`config.mk`:
```
export PLATFORM = sky130hd
export DESIGN_NAME = led7_scan_ctrl_flat
export DESIGN_NICKNAME = d
export VERILOG_FILES = /design/src/rtl/led7_scan_ctrl_pkg.sv /design/src/rtl/led7_scan_ctrl_if.sv /design/src/rtl/led7_scan_ctrl_bin2bcd_seq.sv /design/src/rtl/led7_scan_ctrl.sv /design/src/flat_wrapper.sv
export SDC_FILE = /design/constraint.sdc
export NUM_CORES = 1
export LEC_CHECK = 0
export ABC_AREA = 1
export CAP_MARGIN = 20
export CORE_UTILIZATION = 59
export CTS_BUF_LIST = sky130_fd_sc_hd__clkbuf_16
export DETAILED_ROUTE_END_ITERATION = 8
export GPL_TIMING_DRIVEN = 0
export PLACE_DENSITY = 0.79
export SLEW_MARGIN = 20
export SYNTH_ARGS = -nofsm -noshare
export SYNTH_HDL_FRONTEND = slang
export SYNTH_SLANG_ARGS = --single-unit
```
`constraint.sdc`:
```
create_clock -name clk -period 4.2 [get_ports clk]
set_input_delay 1.26 -clock clk [delete_from_list [all_inputs] [get_ports clk]]
set_output_delay 1.26 -clock clk [all_outputs]
set_load 0.1 [all_outputs]
```
`src/rtl/led7_scan_ctrl_pkg.sv`:
```
// Shared types and helpers for the multiplexed 7-segment scan controller.
//   bcd_digit_t  : one BCD nibble (0..9)
//   scan_state_e : converter FSM states
//   bcd_max(n)   : largest value representable in n decimal digits (10**n - 1)
package led7_pkg;

    typedef logic [3:0] bcd_digit_t;

    typedef enum logic [1:0] {
        IDLE,
        CONV,
        COMMIT
    } scan_state_e;

    function automatic int unsigned bcd_max(input int unsigned n);
        int unsigned r;
        r = 1;
        for (int unsigned i = 0; i < n; i++) begin
            r = r * 10;
        end
        return r - 1;
    endfunction

endpackage

```
`src/rtl/led7_scan_ctrl_if.sv`:
```
// Ready/valid load channel into the scan controller.
//   load  : valid, bin is presented for display
//   bin   : unsigned binary value (BIN_W bits)
//   ready : converter idle; a transfer happens when load && ready
// master = value producer, slave = led7_scan_ctrl.
interface led7_scan_ctrl_if #(
    parameter int BIN_W = 14
);
    logic             load;
    logic [BIN_W-1:0] bin;
    logic             ready;

    modport master (output load, output bin, input ready);
    modport slave  (input load, input bin, output ready);
endinterface

```
`src/rtl/led7_scan_ctrl_bin2bcd_seq.sv`:
```
// Sequential binary-to-BCD converter (double-dabble, one bit per cycle).
//   clk, rst : clock, asynchronous active-high reset
//   start    : accept bin (only honoured while idle)
//   bin      : unsigned binary input
//   busy     : conversion in progress (CONV or COMMIT)
//   done     : one-cycle strobe while bcd holds the finished result
//   bcd      : 4*N_DIGITS-bit result, all 9s when the input exceeded the display range
module bin2bcd_seq
    import led7_pkg::*;
#(
    parameter int N_DIGITS = 4,
    parameter int BIN_W    = 14
) (
    input  logic                  clk,
    input  logic                  rst,
    input  logic                  start,
    input  logic [BIN_W-1:0]      bin,
    output logic                  busy,
    output logic                  done,
    output logic [4*N_DIGITS-1:0] bcd
);

    localparam int SR_W  = BIN_W + 4*N_DIGITS;
    localparam int CNT_W = $clog2(BIN_W + 1);
    localparam logic [BIN_W:0]        SAT_LIM = (BIN_W+1)'(bcd_max(N_DIGITS));
    localparam logic [4*N_DIGITS-1:0] ALL_9S  = {N_DIGITS{4'h9}};

    scan_state_e      state_q, state_d;
    logic [SR_W-1:0]  sr_q, sr_d;
    logic [CNT_W-1:0] cnt_q, cnt_d;
    logic             sat_q, sat_d;
    logic [SR_W-1:0]  sr_adj;

    // State register plus datapath registers.
    always_ff @(posedge clk or posedge rst) begin
        if (rst) begin
            state_q <= IDLE;
            sr_q    <= '0;
            cnt_q   <= '0;
            sat_q   <= 1'b0;
        end else begin
            state_q <= state_d;
            sr_q    <= sr_d;
            cnt_q   <= cnt_d;
            sat_q   <= sat_d;
        end
    end

    // Add-3 correction on every BCD nibble >= 5, ahead of the shift.
    always_comb begin
        sr_adj = sr_q;
        for (int unsigned i = 0; i < N_DIGITS; i++) begin
            if (sr_q[BIN_W + 4*i +: 4] >= 4'd5) begin
                sr_adj[BIN_W + 4*i +: 4] = sr_q[BIN_W + 4*i +: 4] + 4'd3;
            end
        end
    end

    // Next-state and datapath update.
    always_comb begin
        state_d = state_q;
        sr_d    = sr_q;
        cnt_d   = cnt_q;
        sat_d   = sat_q;
        unique case (state_q)
            IDLE: begin
                if (start) begin
                    state_d = CONV;
                    sr_d    = {{(4*N_DIGITS){1'b0}}, bin};
                    cnt_d   = '0;
                    sat_d   = ({1'b0, bin} > SAT_LIM);
                end
            end
            CONV: begin
                sr_d  = {sr_adj[SR_W-2:0], 1'b0};
                cnt_d = cnt_q + 1'b1;
                if (cnt_q == CNT_W'(BIN_W - 1)) begin
                    state_d = COMMIT;
                end
            end
            COMMIT: begin
                state_d = IDLE;
            end
            default: begin
                state_d = IDLE;
            end
        endcase
    end

    // Outputs decoded from the registered state.
    always_comb begin
        busy = (state_q != IDLE);
        done = (state_q == COMMIT);
        bcd  = sat_q ? ALL_9S : sr_q[SR_W-1 -: 4*N_DIGITS];
    end

endmodule

```
`src/rtl/led7_scan_ctrl.sv`:
```
// Multiplexed N-digit 7-segment scan controller.
//   clk, rst : clock, asynchronous active-high reset
//   bus      : load/bin/ready channel (slave side)
//   num      : BCD nibble of the scanned digit, feeds the segment decoder
//   dig_sel  : one-hot active-high digit enable, all-zero for a blanked digit
// A value accepted on bus is converted to BCD and committed atomically to the
// display register; scanning runs independently and always shows a whole value.
module led7_scan_ctrl
    import led7_pkg::*;
#(
    parameter int N_DIGITS    = 4,
    parameter int BIN_W       = 14,
    parameter int REFRESH_DIV = 50000,
    parameter int BLANK_LEAD  = 1
) (
    input  logic                clk,
    input  logic                rst,
    led7_scan_ctrl_if.slave     bus,
    output logic [3:0]          num,
    output logic [N_DIGITS-1:0] dig_sel
);

    localparam int PS_W  = (REFRESH_DIV > 1) ? $clog2(REFRESH_DIV) : 1;
    localparam int IDX_W = (N_DIGITS > 1) ? $clog2(N_DIGITS) : 1;
    localparam logic [N_DIGITS-1:0] SEL0 = N_DIGITS'(1);

    logic                  conv_busy;
    logic                  conv_done;
    logic [4*N_DIGITS-1:0] conv_bcd;

    logic [4*N_DIGITS-1:0] disp_q, disp_d;
    logic [PS_W-1:0]       ps_q, ps_d;
    logic [IDX_W-1:0]      idx_q, idx_d;
    bcd_digit_t            num_q, num_d;
    logic [N_DIGITS-1:0]   dig_sel_q, dig_sel_d;
    logic [N_DIGITS-1:0]   lead_zero;
    logic                  upper_zero;
    logic                  blank;

    bin2bcd_seq #(
        .N_DIGITS (N_DIGITS),
        .BIN_W    (BIN_W)
    ) u_conv (
        .clk   (clk),
        .rst   (rst),
        .start (bus.load),
        .bin   (bus.bin),
        .busy  (conv_busy),
        .done  (conv_done),
        .bcd   (conv_bcd)
    );

    always_comb begin
        bus.ready = !conv_busy;
    end

    always_ff @(posedge clk or posedge rst) begin
        if (rst) begin
            disp_q    <= '0;
            ps_q      <= '0;
            idx_q     <= '0;
            num_q     <= '0;
            dig_sel_q <= SEL0;
        end else begin
            disp_q    <= disp_d;
            ps_q      <= ps_d;
            idx_q     <= idx_d;
            num_q     <= num_d;
            dig_sel_q <= dig_sel_d;
        end
    end

    always_comb begin
        disp_d = conv_done ? conv_bcd : disp_q;

        if (ps_q == PS_W'(REFRESH_DIV - 1)) begin
            ps_d  = '0;
            idx_d = (idx_q == IDX_W'(N_DIGITS - 1)) ? '0 : idx_q + 1'b1;
        end else begin
            ps_d  = ps_q + 1'b1;
            idx_d = idx_q;
        end

        // lead_zero[i]: digit i and every digit above it are zero.
        upper_zero = 1'b1;
        lead_zero  = '0;
        for (int unsigned k = 0; k < N_DIGITS; k++) begin
            upper_zero = upper_zero && (disp_d[4*(N_DIGITS-1-k) +: 4] == 4'd0);
            lead_zero[N_DIGITS-1-k] = upper_zero;
        end
        blank = (BLANK_LEAD != 0) && (idx_d != '0) && lead_zero[idx_d];

        // Outputs track the next index and next display contents so they move
        // on the same edge as idx and as the commit.
        num_d     = disp_d[4*idx_d +: 4];
        dig_sel_d = '0;
        if (!blank) begin
            dig_sel_d[idx_d] = 1'b1;
        end
    end

    always_comb begin
        num     = num_q;
        dig_sel = dig_sel_q;
    end

endmodule

```
`src/flat_wrapper.sv`:
```
// flat-port wrapper written by rule: the top's interface ports become plain ports
module led7_scan_ctrl_flat import led7_pkg::*;
#(
    parameter int N_DIGITS    = 4,
    parameter int BIN_W       = 14,
    parameter int REFRESH_DIV = 50000,
    parameter int BLANK_LEAD  = 1
)
  (clk, rst, num, dig_sel, bus_load, bus_bin, bus_ready);
  led7_scan_ctrl_if #(.BIN_W(BIN_W)) bus_i ();
  input  logic clk;
  input  logic rst;
  output logic [3:0] num;
  output logic [N_DIGITS-1:0] dig_sel;
  input wire logic [$bits(bus_i.load)-1:0] bus_load;
  input wire logic [$bits(bus_i.bin)-1:0] bus_bin;
  output wire logic [$bits(bus_i.ready)-1:0] bus_ready;
  assign bus_i.load = bus_load;
  assign bus_i.bin = bus_bin;
  assign bus_ready = bus_i.ready;
  led7_scan_ctrl #(.N_DIGITS(N_DIGITS), .BIN_W(BIN_W), .REFRESH_DIV(REFRESH_DIV), .BLANK_LEAD(BLANK_LEAD)) u_core (.clk(clk), .rst(rst), .bus(bus_i), .num(num), .dig_sel(dig_sel));
endmodule
```
# Yosys cells after proc, flatten, opt, wreduce, memory -nomap -nowiden
# Index checks and enable logic that the tools add are counted.
# Widths: inputs -> output; s select.
op_classes:
  addsub: 7
  n_mul: 0
  div: 0
  magnitude_cmp: 7
  eq_ne: 7
  shift: 1
  muxes: 21
  bitwise_logic: 0
  reduce_logical: 17
ops:
  columns: ["operator", "n"]
  rows:
  - ["$pmux 30 s2", 1]
  - ["$mux 16", 3]
  - ["$mux 30", 1]
  - ["$mux 4", 5]
  - ["$add 16x1->16 const B", 1]
  - ["$eq 16x16->1 const B", 1]
  - ["$ge 4x3->1 const B", 4]
  - ["$logic_not 4->1", 4]
  - ["$shiftx 16x5->4", 1]
  - ["$gt 14x14->1 const B", 1]
  - ["$add 4x2->4 const B", 3]
  - ["$mux 2", 4]
  - ["$pmux 4 s2", 1]
  - ["$reduce_and 2->1", 3]
  - ["$reduce_bool 2->1", 3]
  - ["$logic_and 1x1->1", 5]
  - ["$add 4x1->4 const B", 1]
  - ["$eq 2x2->1 const B", 2]
  - ["$eq 4x4->1 const B", 1]
  - ["$ne 2x2->1 const B", 2]
  - ["$pmux 2 s2", 1]
  - ["$add 3x2->3 const B", 1]
  - ["$lt 2x3->1 const B", 1]
  - ["$mux 3", 1]
  - ["other kinds (8)", 9]
word_totals:
  regBits: 79
  latch_bits: 0
  mem_bits_rw: 0
  mem_bits_ro: 0
  input_bits: 17
  out_inout_bits: 9
  mem_count: 0

# Longest topological paths before layout
# Gate-level depths: netlist of the first run.
logic_depth:
  depth_word: 10
  depth_mapped: 12

# Hierarchy
# Synthesis of the first run repeated with hierarchy kept, for this count alone.
hier_totals:
  cells_unflattened: 545
  area_unflattened_um2: 4265.3
modules_own_cells:
  columns: ["module", "n_inst", "cells_per_inst", "area_each_um2"]
  rows:
  - ["led7_scan_ctrl", 1, 264, 2183.3]
  - ["bin2bcd_seq", 1, 281, 2082.0]

# Worst setup path before layout of the first run
# No wires, ideal clock.
synth_timing:
  path_type: "reg-to-output"
  from: "reg u_core.u_conv.state_q[0]"
  to: "out bus_ready"
  arrival_time_ps: 1745
  t_required_ps: 2940
  setup_slack_ps: 1195
  stages_incl_launch_ff: 2
  path_buffers: 0
  cell_sequence: "dfrtp_1 > nor2_1"
synth_via:
  elab_chain_cells: 2
synth_lines:
  columns: ["item", "line", "source"]
  rows:
  - ["start: declaration", "led7_scan_ctrl_bin2bcd_seq.sv:28", "scan_state_e state_q, state_d;"]
  - ["start signal: assignment", "led7_scan_ctrl_bin2bcd_seq.sv:42", "state_q <= state_d;"]
  - ["$reduce_bool 2->1", "led7_scan_ctrl_bin2bcd_seq.sv:92", "busy = (state_q != IDLE);"]
  - ["$logic_not 1->1", "led7_scan_ctrl.sv:54", "bus.ready = !conv_busy;"]
  - ["end: declaration", "flat_wrapper.sv:17", "output wire logic [$bits(bus_i.ready)-1:0] bus_ready;"]
# No other way between the ends.

# Worst setup path in the final report of the first run
layout_timing:
  from: "reg u_core.u_conv.state_q[1]"
  to: "out bus_ready"
# Same word-level chain as after synthesis.

==> flow_metrics.env, run 1 <==
export IMPL_status="complete, no violations"
export IMPL_ant_nets=0
export IMPL_synth_top_area_share_pct=47.65
export IMPL_yosys_area_top_type="dfrtp_1"
export IMPL_grt_pass1_wl_um=14650
export IMPL_cts_sinks=79
export IMPL_fillers=525
export IMPL_seqCellArea_mm2=0.001978
export IMPL_finalMaxSlewViolations=0
export IMPL_critPathMaxFanout=4
export IMPL_setup_viol=0
export IMPL_p_switching_w=0.001259
export IMPL_first_pass_iters=4
export IMPL_die_area_mm2=0.007280
export IMPL_hold_buffers=0
export IMPL_fp_dieW_um=85.33
export IMPL_min_period_ns=3.413
export IMPL_critPathArrivalTime_ns=2.15
export IMPL_p_int_w=0.001928
export IMPL_max_slew_margin_rel_pct=35.75
export IMPL_start_util_pct=60.63
export IMPL_tightest_slew_ns=0.9608
export IMPL_preCtsSetupSlack_ns=1.164
export IMPL_grt_pass1_vias=3175
export IMPL_leakagePower_nw=2.363
export IMPL_drive_gt1_share_pct=15.43
export IMPL_yosysUniqueCellTypes=41
export IMPL_required_ns=2.94
export IMPL_io_pins=26
export IMPL_seqPwrFrac_pct=36.5
export IMPL_cts_tree="built"
export IMPL_clk_latency_ns=0.33
export IMPL_wl_um=8632
export IMPL_io_buffers=25
export IMPL_h_tree_depth=3
export IMPL_chipHeight_um=85.33
export IMPL_startpoint_type="register"
export IMPL_yosysSeqAreaShare_pct=48.29
export IMPL_finalNonFillerCells=592
export IMPL_multi_input_area_mm2=0.001748
export IMPL_finalWorstSetupSlack_ns=0.7870
export IMPL_placed_area_mm2=0.004477
export IMPL_drc=0
export IMPL_cts_root_buf="clkbuf_16"
export IMPL_power_density_mw_per_mm2=666.3
export IMPL_cts_buffers_inserted=9
export IMPL_nets=536
export IMPL_synth_area_top_cells="dfrtp_1 48%, nand2_1 6.3%, inv_1 5.8%"
export IMPL_pwr_share_clk_pct=25.4
export IMPL_cts_setup_buffers=0
export IMPL_syn2layout_area_growth_pct=16.77
export IMPL_cts_path_max_buffers=2
export IMPL_peakVddDrop_mv=0.4840
export IMPL_ys_ff_latch=79
export IMPL_holdCritPathClass="reg -> reg"
export IMPL_post_route_period_util_pct=81.26
export IMPL_rows=30
export IMPL_postSynthCellCount=470
export IMPL_antenna_found_initial=0
export IMPL_pwr_share_comb_pct=38.1
export IMPL_first_iter_violations=228
export IMPL_place_gp_congestion=0.8470
export IMPL_ctsResizeCount=0
export IMPL_yosys_warnings=0
export IMPL_placed_cells=576
export IMPL_syn_area_per_cell_um2=8.716
export IMPL_report_final_hold_viol_count=0
export IMPL_diodes=0
export IMPL_wire_per_inst_um=14.58
export IMPL_critical_path_class="reg -> out"
export IMPL_clk_pin_slew_worst_paths_ns=0.06
export IMPL_hold_ws_ns=0.4611
export IMPL_design_core_area_mm2=0.006756
export IMPL_vias_per_cell=5.535
export IMPL_vias=3277
export IMPL_setup_worst_path_end_class="output pin"
export IMPL_final_core_util_pct=70.80
export IMPL_synthesis_area_mm2=0.004096
export IMPL_rsz0062_at_grt="no"
export IMPL_overflow=0
export IMPL_max_freq_mhz=293.0
export IMPL_track_usage_pct=26.13
export IMPL_max_cap_violations=0
export IMPL_dp_final_hpwl_um=5908
export IMPL_grt_max_degree=49
export IMPL_p_sw_share_pct=39.51
export IMPL_synth_nets=499
export IMPL_skew_ns=0.007621
export IMPL_design_area_mm2=0.004783
[cells in the mapped netlist, drive strengths merged]
| library cell | n |
|---|---|
| a21oi | 27 |
| a22o | 1 |
| a22oi | 1 |
| a31oi | 5 |
| and3 | 1 |
| buf | 11 |
| clkbuf | 1 |
| clkinv | 1 |
| dfrtp | 78 |
| dfstp | 1 |
| ha | 12 |
| inv | 72 |
| nand2 | 92 |
| nand3 | 27 |
| nand3b | 1 |
| nand4 | 6 |
| nor2 | 50 |
| nor3 | 9 |
| nor3b | 1 |
| nor4 | 1 |
| o211ai | 3 |
| o21ai | 40 |
| o21bai | 1 |
| o22ai | 16 |
| o31ai | 2 |
| o32ai | 2 |
| xnor2 | 2 |
| xor2 | 6 |
[worst max-delay path, cell delays in order, from the launching register on]
cell and delay (ns):
dfrtp_1 0.44, nor2_1 0.21, clkdlybuf4s50_1 1.17
[worst paths after layout]
| kind | cells past startpoint | endpoint | slack [ns] | startpoint |
|---|---|---|---|---|
| min in group asynchronous | 2 | u_core.u_conv.sr_q[3] | 1.29 | rst |
| setup reg to reg | 5 | u_core.u_conv.sr_q[25] | 2.55 | u_core.u_conv.state_q[0] |
| hold / removal | 1 | u_core.ps_q[0] | 0.46 | u_core.ps_q[0] |
| hold reg to reg | 1 | u_core.ps_q[0] | 0.46 | u_core.ps_q[0] |
| max in group asynchronous | 3 | u_core.dig_sel[0] | 2.28 | rst |
| setup / recovery | 2 | bus_ready | 0.79 | u_core.u_conv.state_q[1] |
[sequential cells by signal, summed over array words and instances (netlist names)]
signal	cells
u_core.u_conv.cnt_q	4
u_core.idx_q	2
u_core.u_conv.sr_q	30
u_core.u_conv.state_q	2
u_core.disp_q	16
u_core.u_conv.sat_q	1
u_core.num	4
u_core.dig_sel	4
u_core.ps_q	16
[per-stage QoR]
| step | TNS [ns] | total power [W] |
|---|---|---|
| 5_1_grt | 0 | 0.003376 |
| 6_report | 0 | 0.003187 |
| 3_3_place_gp | -23.55 | 0.002268 |
| 4_1_cts | 0 | 0.003191 |
| 2_1_floorplan | 0 | 0.002040 |
| 3_5_place_dp | 0 | 0.002339 |
[power by group through the flow]
stage                     clock network [W]  registers, W  logic (W)
after floorplan                           0       0.00123   0.000809
after CTS                          0.000820       0.00116    0.00121
after global placement                    0       0.00115    0.00112
final                              0.000810       0.00116    0.00122
after detailed placement                  0       0.00116    0.00118
after global routing               0.000850       0.00118    0.00134
[cell type report]
| class | count | area share (%) |
|---|---|---|
| multi-input cells | 306 | 36.54 |
| well taps | 80 | 2.093 |
| plain buffers | 12 | 1.883 |
| repair buffers | 26 | 5.807 |
| inverters | 73 | 5.912 |
| clock inverters | 7 | 1.700 |
| flip-flops and latches | 79 | 41.35 |
| clock buffers | 9 | 4.708 |
[cell usage in the layout, fill, tap and decap left out, types with 2 or more instances in the layout]
cell / instances
a21oi_1: 27
a31oi_1: 5
buf_2: 6
buf_6: 5
bufinv_16: 2
clkbuf_16: 9
clkdlybuf4s50_1: 25
clkinv_2: 3
dfrtp_1: 78
ha_1: 12
inv_1: 65
inv_2: 8
nand2_1: 69
nand2_2: 18
nand2_4: 2
nand2_8: 3
nand3_1: 25
nand4_1: 6
nor2_1: 41
nor2_2: 5
nor2_4: 4
nor3_1: 8
o211ai_1: 2
o21ai_0: 36
o21ai_2: 4
o22ai_1: 16
o31ai_2: 2
o32ai_1: 2
xnor2_1: 2
xor2_1: 6
[layer usage]
metal | vias to the layer above | routed length [um] | global-route usage [%]
met5 | - | 0 | 0
met4 | 0 | 236 | 14.24
met3 | 24 | 308 | 3.988
met2 | 87 | 4165 | 42.30
met1 | 1557 | 3921 | 34.02
li1 | 1609 | - | -
[kinds of logic after synthesis]
| family | count (synthesis) | share of synthesized area [%] |
|---|---|---|
| compound gates | 98 | 14.05 |
| xor+xnor | 8 | 1.711 |
| simple gates | 188 | 23.24 |
| flops | 79 | 48.29 |
| buf+inv | 85 | 9.041 |
| fa+ha+maj | 12 | 3.665 |
Power figures use the tool's default switching activity.
==> run 2: changes to the inputs <==
==> constraint.sdc (replaced) <==
create_clock -name clk -period 3.35 [get_ports clk]
set_input_delay 1.005 -clock clk [delete_from_list [all_inputs] [get_ports clk]]
set_output_delay 1.005 -clock clk [all_outputs]
set_load 0.1 [all_outputs]
==> results of run 2 <==
Same layout as run 1 (identical final DEF). Status: complete, no violations.
Among the figures that moved: setup slack after placement 1.164 ns -> 0.5693 ns; setup slack after layout 0.7870 ns -> 0.1920 ns; register-to-register setup slack 2.55 ns -> 1.70 ns; total power 0.003187 W -> 0.003996 W; worst IR drop on VDD 0.4840 mV -> 0.6068 mV
==> run 3: changes to the inputs <==
--- a/config.mk
+++ b/config.mk
@@ -5,7 +5,6 @@
 export SDC_FILE = /design/constraint.sdc
 export NUM_CORES = 1
 export LEC_CHECK = 0
-export ABC_AREA = 1
 export CAP_MARGIN = 20
 export CORE_UTILIZATION = 59
 export CTS_BUF_LIST = sky130_fd_sc_hd__clkbuf_16
==> flow_metrics.env, run 3 <==
export IMPL_status="finished with violations"
export IMPL_violations="DRC"
export IMPL_diodes=0
export IMPL_grt_use_met2_pct=40.87
export IMPL_critical_path_class="reg -> out"
export IMPL_min_period_ns=3.040
export IMPL_rsz0062_at_grt="no"
export IMPL_max_slew_margin_rel_pct=35.57
export IMPL_rows=29
export IMPL_hold_buffers=0
export IMPL_vias_per_cell=5.702
export IMPL_grt_busiest_layer="met2"
export IMPL_placed_cells=500
export IMPL_synthesis_area_mm2=0.004055
export IMPL_min_from="u_core.ps_q[0]"
export IMPL_cts_sinks=79
export IMPL_drc=2
export IMPL_postSynthCellCount=397
export IMPL_start_util_pct=62.43
export IMPL_largest_register="u_core.u_conv.sr_q"
export IMPL_dp_final_hpwl_um=5529
export IMPL_cts_setup_buffers=0
export IMPL_grt_max_degree=46
export IMPL_first_pass_iters=6
export IMPL_nets=463
export IMPL_post_route_period_util_pct=90.74
export IMPL_h_tree_depth=3
export IMPL_yosysSeqAreaShare_pct=48.78
export IMPL_skew_ns=0.005584
export IMPL_max_cap_violations=0
export IMPL_setup_worst_path_end_class="output pin"
export IMPL_synth_top_area_share_pct=48.13
export IMPL_grt_pass1_vias=3021
export IMPL_die_area_mm2=0.007209
export IMPL_finalMaxSlewViolations=0
export IMPL_startpoint_type="register"
export IMPL_io_pins=26
export IMPL_track_usage_pct=24.81
export IMPL_grt_use_met3_pct=3.794
export IMPL_yosys_warnings=0
export IMPL_yosysMostFrequentCell="dfrtp_1"
export IMPL_cts_tree="built"
export IMPL_tightest_slew_ns=0.9635
export IMPL_max_freq_mhz=329.0
export IMPL_vias=2942
export IMPL_critPathMaxFanout=10
export IMPL_cts_buffers_inserted=9
export IMPL_layout_commonest_cell="dfrtp_1"
export IMPL_grt_use_met1_pct=32.70
export IMPL_chipHeight_um=84.91
export IMPL_ys_top_cells_by_count="78 x dfrtp_1, 53 x nor2_1, 27 x inv_1"
export IMPL_wire_per_inst_um=15.40
export IMPL_reg2reg_from="u_core.ps_q[7]"
export IMPL_design_area_mm2=0.004697
export IMPL_synth_enable_flop_cells=0
export IMPL_most_common_layout_cells="78 x dfrtp_1, 53 x nor2_1, 27 x inv_1"
export IMPL_fp_dieW_um=84.91
export IMPL_place_gp_congestion=0.7988
export IMPL_reg_top3="u_core.u_conv.sr_q: 30 flops, u_core.disp_q: 16 flops, u_core.ps_q: 16 flops"
export IMPL_power_density_mw_per_mm2=797.4
export IMPL_finalWorstSetupSlack_ns=0.3102
export IMPL_report_final_hold_viol_count=0
export IMPL_overflow=0
export IMPL_leakagePower_nw=2.053
export IMPL_placed_area_mm2=0.004432
export IMPL_clk_pin_slew_worst_paths_ns=0.06
export IMPL_ys_ff_latch=79
export IMPL_first_iter_violations=106
export IMPL_whs_endpoint="u_core.ps_q[0]"
export IMPL_clk_latency_ns=0.33
export IMPL_hold_depth=1
export IMPL_yosys_most_used_dff="dfrtp_1"
export IMPL_design_core_area_mm2=0.006495
export IMPL_cts_path_max_buffers=2
export IMPL_critPathArrivalTime_ns=2.03
export IMPL_preCtsSetupSlack_ns=0.3680
export IMPL_setup_viol=0
export IMPL_r2r_slack_ns=1.36
export IMPL_syn2layout_area_growth_pct=15.83
export IMPL_drive_gt1_share_pct=12.53
export IMPL_synth_area_top_cells="dfrtp_1 48%, mux2i_1 6.2%, nor2_1 4.9%"
export IMPL_grt_pass1_wl_um=13900
export IMPL_synth_nets=426
export IMPL_holdCritPathClass="reg -> reg"
export IMPL_r2r_cells=6
export IMPL_largest_reg_flops=30
export IMPL_ant_nets=0
export IMPL_peakVddDrop_mv=0.4897
export IMPL_worstReg2RegEnd="u_core.num[0]"
export IMPL_required_ns=2.34
export IMPL_antenna_found_initial=0
export IMPL_yosysUniqueCellTypes=52
export IMPL_yosys_area_top_type="dfrtp_1"
export IMPL_async_flop_share_pct=100.0
export IMPL_syn_area_per_cell_um2=10.21
export IMPL_fin_tns_setup_ns=0
export IMPL_cts_root_buf="clkbuf_16"
export IMPL_io_buffers=25
export IMPL_hold_ws_ns=0.4776
export IMPL_finalNonFillerCells=516
export IMPL_wl_um=7946
[run 3: changes by cell type in the layout (fill, tap and decap cells not counted), moves of 6 or more]
cell      change
nand2_1      -51
inv_1        -38
mux2i_1      +25
nand2_2      -18
o21ai_0      -17
nor2_1       +12
xnor2_1      +11
a21oi_1      -10
nand2b_1      +9
inv_2         -8
and4bb_2      +6
clkbuf_1      +6
nor3_1        -6
[run 3: metrics by stage]
step           utilization, %  total power, W
3_5_place_dp            68.23        0.002879
3_3_place_gp            67.77        0.002818
6_report                72.32        0.003746
5_1_grt                 72.32        0.004009
4_1_cts                 72.32        0.003766
2_1_floorplan               -        0.002519
[run 3: where the power goes]
part | internal (W) | switching [W]
clock network | 0.000494 | 0.000377
logic | 0.000557 | 0.000873
registers | 0.00124 | 0.000205
[run 3: area by class of cell]
type | instances | area, um^2
flip-flops and latches | 79 | 1978
multi-input cells | 270 | 1873
fillers | 463 | 1798
repair buffers | 26 | 276.5
clock buffers | 9 | 225.2
inverters | 28 | 110.1
plain buffers | 20 | 96.34
well taps | 77 | 96.34
clock inverters | 7 | 41.29
[run 3: worst max path at each step]
| stage | startpoint | endpoint | slack (ns) |
|---|---|---|---|
| finish | u_core.u_conv.state_q[0] | bus_ready | 0.31 |
| CTS | u_core.u_conv.state_q[0] | bus_ready | 0.30 |
| floorplan | rst | u_core.dig_sel[1] | 0.32 |
| global placement | rst | u_core.u_conv.sr_q[28] | -0.87 |
| detailed placement | u_core.u_conv.state_q[0] | bus_ready | 0.37 |
| global route | u_core.u_conv.state_q[0] | bus_ready | 0.20 |
[run 3: per-layer routing]
metal	wire, um	vias up
met5	0	-
met4	128	0
met3	162	11
met2	3921	41
met1	3733	1437
li1	-	1453
[run 3: critical path, cell delays in order, from the launching register on]
cell and delay [ns]:
dfrtp_1 0.37, clkbuf_1 0.19, nor2_1 0.25, dlygate4sd2_1 0.89
[run 3: cells by family (layout without fill, tap and decap cells)]
logic type | Yosys count | after routing | share of synthesized area (%)
DFF | 79 | 79 | 48.78
xor gates and xnor gates | 20 | 20 | 4.320
and+or+nand+nor | 140 | 140 | 19.19
muxes | 33 | 33 | 9.133
adders and majority gates | 12 | 12 | 3.702
AOI/OAI and AO/OA | 65 | 65 | 9.843
buffers and inverters | 48 | 90 | 5.030
[run 3: what timing repair did]
item | in CTS | in global routing
setup endpoints to repair | 1 | 0
resized for setup | 1 | 0
hold endpoints to repair | 0 | 0
